<file path="src/rtl/sdram_boot_sequencer.sv">
// SDRAM power-up sequencer: drives CKE, precharge-all, init auto-refreshes and
// load-mode, then releases the bus and generates the periodic refresh tick.
module sdram_boot_sequencer #(
  parameter logic [12:0] MODE           = 13'h0022,
  parameter int unsigned CKE_LOW_CYCLES = 100,
  parameter int unsigned POWERUP_CYCLES = 10000,
  parameter int unsigned TRP_CYCLES     = 2,
  parameter int unsigned TRFC_CYCLES    = 7,
  parameter int unsigned TMRD_CYCLES    = 2,
  parameter int unsigned INIT_REFRESHES = 8,
  parameter int unsigned REFRESH_PERIOD = 390,
  parameter int unsigned REFRESH_PULSE  = 4
) (
  input  logic        CLK,
  input  logic        RESET,
  output logic        CLKE,
  output logic [3:0]  CMD,
  output logic [12:0] ARAM,
  output logic        READY,
  output logic        REFRESH
);

  localparam logic [3:0] CMD_NOP  = 4'b0111;
  localparam logic [3:0] CMD_PRE  = 4'b0010;
  localparam logic [3:0] CMD_AREF = 4'b0001;
  localparam logic [3:0] CMD_LMR  = 4'b0000;

  localparam logic [12:0] ARAM_ALL_BANKS = 13'h0400;

  localparam logic [15:0] CKE_C   = 16'(CKE_LOW_CYCLES);
  localparam logic [15:0] PU_C    = 16'(POWERUP_CYCLES);
  localparam logic [15:0] TRP_C   = 16'(TRP_CYCLES);
  localparam logic [15:0] TRFC_C  = 16'(TRFC_CYCLES);
  localparam logic [15:0] TMRD_C  = 16'(TMRD_CYCLES);
  localparam logic [15:0] NREF_C  = 16'(INIT_REFRESHES);
  localparam logic [15:0] PER_C   = 16'(REFRESH_PERIOD);
  localparam logic [15:0] PULSE_C = 16'(REFRESH_PULSE);

  typedef enum logic [2:0] {
    PWR,
    PRE,
    REF,
    MRS,
    RUN
  } state_t;

  state_t      state;
  logic [15:0] tmr;
  logic [15:0] ref_cnt;
  logic [15:0] rtmr;

  always_ff @(posedge CLK) begin
    if (!RESET) begin
      state   <= PWR;
      tmr     <= '0;
      ref_cnt <= '0;
      rtmr    <= '0;
      CLKE    <= 1'b0;
      CMD     <= CMD_NOP;
      ARAM    <= '0;
      READY   <= 1'b1;
      REFRESH <= 1'b0;
    end else begin
      // commands last exactly one cycle; any command edge overrides this
      CMD <= CMD_NOP;
      case (state)
        PWR: begin
          tmr <= tmr + 16'd1;
          if (tmr == CKE_C) CLKE <= 1'b1;
          if (tmr == PU_C) begin
            CMD   <= CMD_PRE;
            ARAM  <= ARAM_ALL_BANKS;
            tmr   <= 16'd1;
            state <= PRE;
          end
        end
        PRE: begin
          if (tmr == TRP_C) begin
            CMD     <= CMD_AREF;
            ARAM    <= '0;
            ref_cnt <= 16'd1;
            tmr     <= 16'd1;
            state   <= REF;
          end else begin
            tmr <= tmr + 16'd1;
          end
        end
        REF: begin
          if (tmr == TRFC_C) begin
            tmr <= 16'd1;
            if (ref_cnt == NREF_C) begin
              CMD   <= CMD_LMR;
              ARAM  <= MODE;
              state <= MRS;
            end else begin
              CMD     <= CMD_AREF;
              ref_cnt <= ref_cnt + 16'd1;
            end
          end else begin
            tmr <= tmr + 16'd1;
          end
        end
        MRS: begin
          if (tmr == TMRD_C) begin
            READY <= 1'b0;
            ARAM  <= '0;
            rtmr  <= 16'd1;
            tmr   <= '0;
            state <= RUN;
          end else begin
            tmr <= tmr + 16'd1;
          end
        end
        RUN: begin
          // rtmr wraps back to 1 on the tick edge so the period never drifts
          if (rtmr == PER_C) rtmr <= 16'd1;
          else               rtmr <= rtmr + 16'd1;
          REFRESH <= (rtmr == PER_C) || (REFRESH && (rtmr < PULSE_C));
        end
        default: state <= PWR;
      endcase
    end
  end

endmodule

</file>
<file path="config.mk">
export PLATFORM = sky130hd
export DESIGN_NAME = sdram_boot_sequencer
export DESIGN_NICKNAME = d
export VERILOG_FILES = /design/src/rtl/sdram_boot_sequencer.sv
export SDC_FILE = /design/constraint.sdc
export NUM_CORES = 1
export LEC_CHECK = 0
export CORE_ASPECT_RATIO = 1.25
export CORE_UTILIZATION = 54
export CTS_BUF_LIST = sky130_fd_sc_hd__clkbuf_8
export CTS_CLUSTER_SIZE = 40
export DETAILED_ROUTE_END_ITERATION = 7
export GPL_TIMING_DRIVEN = 0
export PLACE_DENSITY = 0.74
export SYNTH_ARGS = -nofsm -noshare
export SYNTH_HDL_FRONTEND = slang
export SYNTH_SLANG_ARGS = --single-unit
</file>
<file path="constraint.sdc">
create_clock -name CLK -period 2.89 [get_ports CLK]
set_input_delay 0.289 -clock CLK [delete_from_list [all_inputs] [get_ports CLK]]
set_output_delay 0.289 -clock CLK [all_outputs]
set_load 0.02 [all_outputs]
</file>
==> results.toml, run 1 <==
[run_status]
status = "finished, final reports clean"

[worst_setup_path]
cpMaxStageDelayCell = "dfxtp_1"
cp_num_buf_inv = 1
cpLargestDelayFamily = "simple AND/OR/NAND/NOR gates"
worstSetupEndpointType = "flip-flop"
cp.arrival_ps = 2620
cp_data_required_time_ps = 3120
slowest_delay_ps = 460
crit_chain = "inv_1 -> ha_1 -> nor4b_2 -> and4_1 -> nor3_2 -> nor2_1 -> and4_1 -> mux2_1"
worstSetupPathType = "reg2reg"
crit_top_cell = "and4_1"
worstPathMaxFanout = 8
crit_path_start_kind = "flip-flop"

[timing]
worstMarginPinSlew_ps = 637
tns_ps = 0
timing.fmax_ghz = 0.418
rsz0062_at_grt = "no"
fin_crit_sh = 0.827
slew_violations = 0
min_period_ps = 2390
finalSetupViolCount = 0
fin_skew_ps = 12.3
relSlewSlack = 0.572
hold_viol = 0

[clock_tree]
cts_made_buffers = 9
root_buffer = "clkbuf_8"
clkTransAtPathRegs_ps = 70
clk_path_buf_depth = 2
cts_resized = 0
clock-sinks = 59
cts_hold_buf = 0
htreeDepth = 3
cts_tree = "done"
post_cts_buffers = 0
clk_latency_ps = 340

[yosys]
synth_compound_area_frac = 0.157
synth_top_family_by_area = "simple AND/OR/NAND/NOR gates"
async_flop_share = 0
synthFlopType = "dfxtp_1"
synth_edf_count = 0
synth_warnings = 0
synthSimpleGateAreaFrac = 0.317
synth_top_area_frac = 0.361
synth_xor_area_frac = 0.0616
ys_top_cells_by_area = "dfxtp_1 (36%), nor2_1 (6.3%), xnor2_1 (4.0%), nand2_1 (3.1%), nand4_1 (3.1%)"
yosys-mux-area-fraction = 0.00956
synth_fa_ha_area_frac = 0.0268
syn_inst = 389
ys_types = 58
ys_ff_latch = 59
yosys.area.top_type = "dfxtp_1"
seq_area_frac_synth = 0.361
syn_area_mm2 = 0.00327
syn_area_per_cell_um2 = 8.41

[grt]
grt_usage = 0.246
grt_max_degree = 11
gr-total-overflow = 0
grt_pass1_wl_um = 12300
antenna_found_initial = 0
grt_pass1_vias = 2603

[routing]
via_per_inst = 5.96
antenna_left = 0
drt-pass1-iter-count = 5
wl_per_cell_um = 14.7
drtIter0Drc = 249
wl_um = 7230
vias = 2918
drc = 0

[floorplanning]
die_area_mm2 = 0.00637
die_x_um = 71.6
pin_count = 22
num_rows = 31
start_util = 0.562
core_mm2 = 0.00582
die_h_um = 89.0

[job]
drv.max_cap_violation_count = 0

[min_path]
hold_path.class = "reg2reg"

[finish]
multi_input_area_mm2 = 0.00191
area_growth_pct = 12.7
drive_above_1_share = 0.123
antenna_cells = 0
n_fill_cell = 528
fin_area_mm2 = 0.00368
design.final.nets = 429
post-route-util = 0.633
seqCellArea_mm2 = 0.00118

[pwr]
pwr-share-seq = 0.501
power.leakage_nw = 1.36
p_sw_frac = 0.223
pwr-share-comb = 0.044
p_sw_uw = 367
vdd_drop_max_v = 0.000306
clockPowerShare = 0.455
powerDensity_mw_per_mm2 = 446
p_int_mw = 1.28

[place]
dp_hpwl_um = 5170
gp_congestion = 0.839
dpl-instance-area_mm2 = 0.00349
port_buffers = 10
==> sequential cells by signal, indices dropped and copies added, names as in the netlist <==
name     count
ref_cnt     16
rtmr        16
tmr         16
CMD          3
state        3
ARAM         2
CLKE         1
READY        1
REFRESH      1
==> final timing paths <==
check              start          end  slack [ps]  cells past startpoint
setup / recovery  tmr[0]  ref_cnt[11]         500                      8
hold / removal     READY        READY         480                      2
setup reg to reg  tmr[0]  ref_cnt[11]         500                      8
hold reg to reg    READY        READY         480                      2
==> routing by layer <==
layer / part of all wire / track usage / wire (um)
met5: 0 / 0 / 0
met4: 0.014 / 0.0820 / 104
met3: 0.048 / 0.0541 / 350
met2: 0.47 / 0.395 / 3370
met1: 0.47 / 0.329 / 3400
==> tightest hold or removal path, delay by kind of cell (launching register included) <==
family	cells	cell delay, ps
buffers and inverters	1	50
flip-flops	1	310
AO/OA/AOI/OAI	1	70
==> cells in the final DEF, fill, tap and decap left out, types with 6 or more instances in the layout <==
cell type        count
nand4_1             16
buf_4               13
nand3_1             18
a311oi_1             6
nor2_1              55
o211a_1              7
xnor2_1             15
a21oi_1             16
and4_1               6
ha_1                 7
buf_2                7
xor2_1               8
nor3_1              16
clkbuf_8            11
nor4_1               7
dfxtp_1             59
inv_1               16
o21ai_0             10
and3_1               7
clkdlybuf4s50_1     10
nand2_1             27
conb_1              11
clkbuf_1             6
==> synth_stat cells, types with 8 or more instances <==
master   number
a21oi_1      16
nand4_1      16
dfxtp_1      59
xnor2_1      15
nor3_1       16
buf_4        13
inv_1        14
o21ai_0      10
nor2_1       55
nand3_1      18
xor2_1        8
nand2_1      27
==> logic make-up after synthesis <==
group,after synthesis
AND/OR/NAND/NOR,186
XOR/XNOR,23
buffers and inverters,42
other,1
adder cells (fa/ha/maj),7
multiplexers,3
flip-flops,59
AO/OA/AOI/OAI,68
==> power by group through the flow <==
| stage | Clock (mW) | Combinational [mW] | Sequential (mW) |
|---|---|---|---|
| 2_1_floorplan | 0 | 0.0581 | 0.840 |
| 3_3_place_gp | 0 | 0.0697 | 0.841 |
| 3_5_place_dp | 0 | 0.0713 | 0.841 |
| 4_1_cts | 0.752 | 0.0716 | 0.823 |
| 5_1_grt | 0.793 | 0.0787 | 0.824 |
| 6_report | 0.748 | 0.0718 | 0.823 |
==> cell type report <==
cell class	count	share of cell area
inverter	14	0.0143
buffer	28	0.0441
clock buffer	11	0.0411
timing repair buffer	10	0.0272
multi-input combinational	298	0.519
sequential	59	0.321
tap	66	0.0224
clock inverter	4	0.0115
==> stage by stage <==
stage / instances / hold WS [ps] / power, mW / worst slack (ps)
2_1_floorplan: 399 / 452 / 0.898 / 849
3_3_place_gp: 475 / 461 / 0.911 / 571
3_5_place_dp: 475 / 473 / 0.913 / 536
4_1_cts: 490 / 486 / 1.65 / 527
5_1_grt: 490 / 520 / 1.70 / 313
6_report: 490 / 484 / 1.64 / 500
No activity file was read; power rests on OpenSTA's default activity.
==> inputs of run 2 (changes only) <==
==> constraint.sdc (replaced) <==
create_clock -name CLK -period 2.5 [get_ports CLK]
set_input_delay 0.25 -clock CLK [delete_from_list [all_inputs] [get_ports CLK]]
set_output_delay 0.25 -clock CLK [all_outputs]
set_load 0.02 [all_outputs]
==> run 2 against run 1 <==
Final cell count stayed put. Sequential power is 16% higher. Flip-flop and latch count stayed put. Clock skew is 1.3 ps lower. Routed wire length hardly changed. Final area is 0.31% higher. Critical path depth is 1 higher. Via count is 0.72% lower. Count of clock-buffer cells in the layout stayed put. Power is 15% higher. Sequential share of layout area is 0.098 points lower. Critical path type unchanged. Critical endpoint is now rtmr[4]. Largest cell class unchanged.
==> results.toml, run 2 (synthesis results as in run 1) <==
[timing]
tns_ps = 0
rsz0062_at_grt = "no"
timing.fmax_ghz = 0.428
fin_crit_sh = 0.935
finalWorstSetupSlack_ps = 163
slew_violations = 0
hold_viol = 0
fin_skew_ps = 11.1
finalSetupViolCount = 0
relSlewSlack = 0.598
worstMarginPinSlew_ps = 598
min_period_ps = 2340

[finish]
fin_area_mm2 = 0.00370
design.final.nets = 429
fin_cells = 490
antenna_cells = 0
top_regs = "ref_cnt: 16 flops, rtmr: 16 flops, tmr: 16 flops"
drive_above_1_share = 0.125
area_growth_pct = 13.0
final_common_cell = "dfxtp_1"
n_fill_cell = 525
final_cell_mix = "dfxtp_1 (59), nor2_1 (55), nand2_1 (27), nand3_1 (18)"

[worst_setup_path]
startpoint = "tmr[0]"
cpMaxStageDelayCell = "dfxtp_1"
crit_chain = "inv_1 -> ha_1 -> nor4b_2 -> nand4_4 -> nor3_2 -> nand2b_1 -> buf_2 -> o211ai_1 -> o211a_1"
crit_path_start_kind = "flip-flop"
slowest_delay_ps = 380
cp-endpoint = "rtmr[4]"
cp_data_required_time_ps = 2730
worstSetupEndpointType = "flip-flop"
worstRegToRegCells = 9
cp.arrival_ps = 2560
r2r-end = "rtmr[4]"
worstSetupPathType = "reg2reg"
timing.rr.start = "tmr[0]"
worstPathMaxFanout = 10
rrSetupSlack_ps = 160

[routing]
drc = 0
wl_um = 7220
wl_per_cell_um = 14.7
antenna_left = 0
drtIter0Drc = 234
drt-pass1-iter-count = 6
vias = 2897
via_per_inst = 5.91

[run_status]
status = "finished, final reports clean"

[clock_tree]
htreeDepth = 3
cts_tree = "done"
root_buffer = "clkbuf_8"
post_cts_buffers = 0
clk_latency_ps = 330
cts_hold_buf = 0
clock-sinks = 59
clk_path_buf_depth = 2
clkTransAtPathRegs_ps = 70
cts_made_buffers = 9

[pwr]
powerDensity_mw_per_mm2 = 512
power.leakage_nw = 1.36
vdd_drop_max_v = 0.000352

[place]
port_buffers = 10
dp_hpwl_um = 5170
dpl-instance-area_mm2 = 0.00349
dp_cells = 475
gp_congestion = 0.839
dp_slack_ps = 146

[floorplanning]
start_util = 0.562
die_area_mm2 = 0.00637
pin_count = 22
die_x_um = 71.6
die_h_um = 89.0
num_rows = 31
core_mm2 = 0.00582

[min_path]
worstHoldPathCells = 2
hold_path.class = "reg2reg"

[grt]
grt_max_degree = 11
grt_pass1_vias = 2603
grt_pass1_wl_um = 12300
grt_usage = 0.246
gr-total-overflow = 0
antenna_found_initial = 0

[job]
drv.max_cap_violation_count = 0
[run 2: how the worst min path moves through the flow]
stage	endpoint	slack (ps)	from
floorplan	tmr[1]	440	RESET
global placement	READY	460	READY
detailed placement	CLKE	470	CLKE
CTS	READY	490	READY
global route	ARAM[5]	520	ARAM[5]
finish	READY	480	READY
[run 2: metal layers]
| layer | global-route usage | wire length (um) |
|---|---|---|
| met5 | 0 | 0 |
| met4 | 0.0820 | 72 |
| met3 | 0.0541 | 332 |
| met2 | 0.395 | 3390 |
| met1 | 0.329 | 3430 |
[run 2: timing repair]
item	in CTS	in global routing
endpoints found under the hold margin	0	0
resized for setup	0	2
endpoints found under the setup margin	0	4
[run 2: cell type report]
type | count | area [um2] | area share
Clock buffer | 11 | 151 | 0.0410
Multi-Input combinational cell | 298 | 1920 | 0.520
Clock inverter | 4 | 42.5 | 0.0115
Timing Repair Buffer | 10 | 100 | 0.0271
Buffer | 28 | 163 | 0.0440
Sequential cell | 59 | 1180 | 0.320
Inverter | 14 | 52.6 | 0.0142
Tap cell | 66 | 82.6 | 0.0223
[run 2: critical path, delay by kind of cell, from the launching register on]
family | cells | cell delay, ps
AOI/OAI and AO/OA | 2 | 260
adders and majority gates | 1 | 140
buffers and inverters | 2 | 370
DFF | 1 | 380
and+or+nand+nor | 4 | 1080
[run 2: per-stage QoR]
stage	utilization	hold slack, ps	power [mW]
2_1_floorplan	-	440	1.04
3_3_place_gp	0.600	461	1.05
3_5_place_dp	0.600	473	1.06
4_1_cts	0.633	486	1.90
5_1_grt	0.635	520	1.96
6_report	0.635	484	1.89
[run 2: power by group]
group / total (mW) / internal [mW] / switching, mW
Clock: 0.857 / 0.500 / 0.356
Combinational: 0.0836 / 0.0314 / 0.0522
Sequential: 0.952 / 0.944 / 0.00785
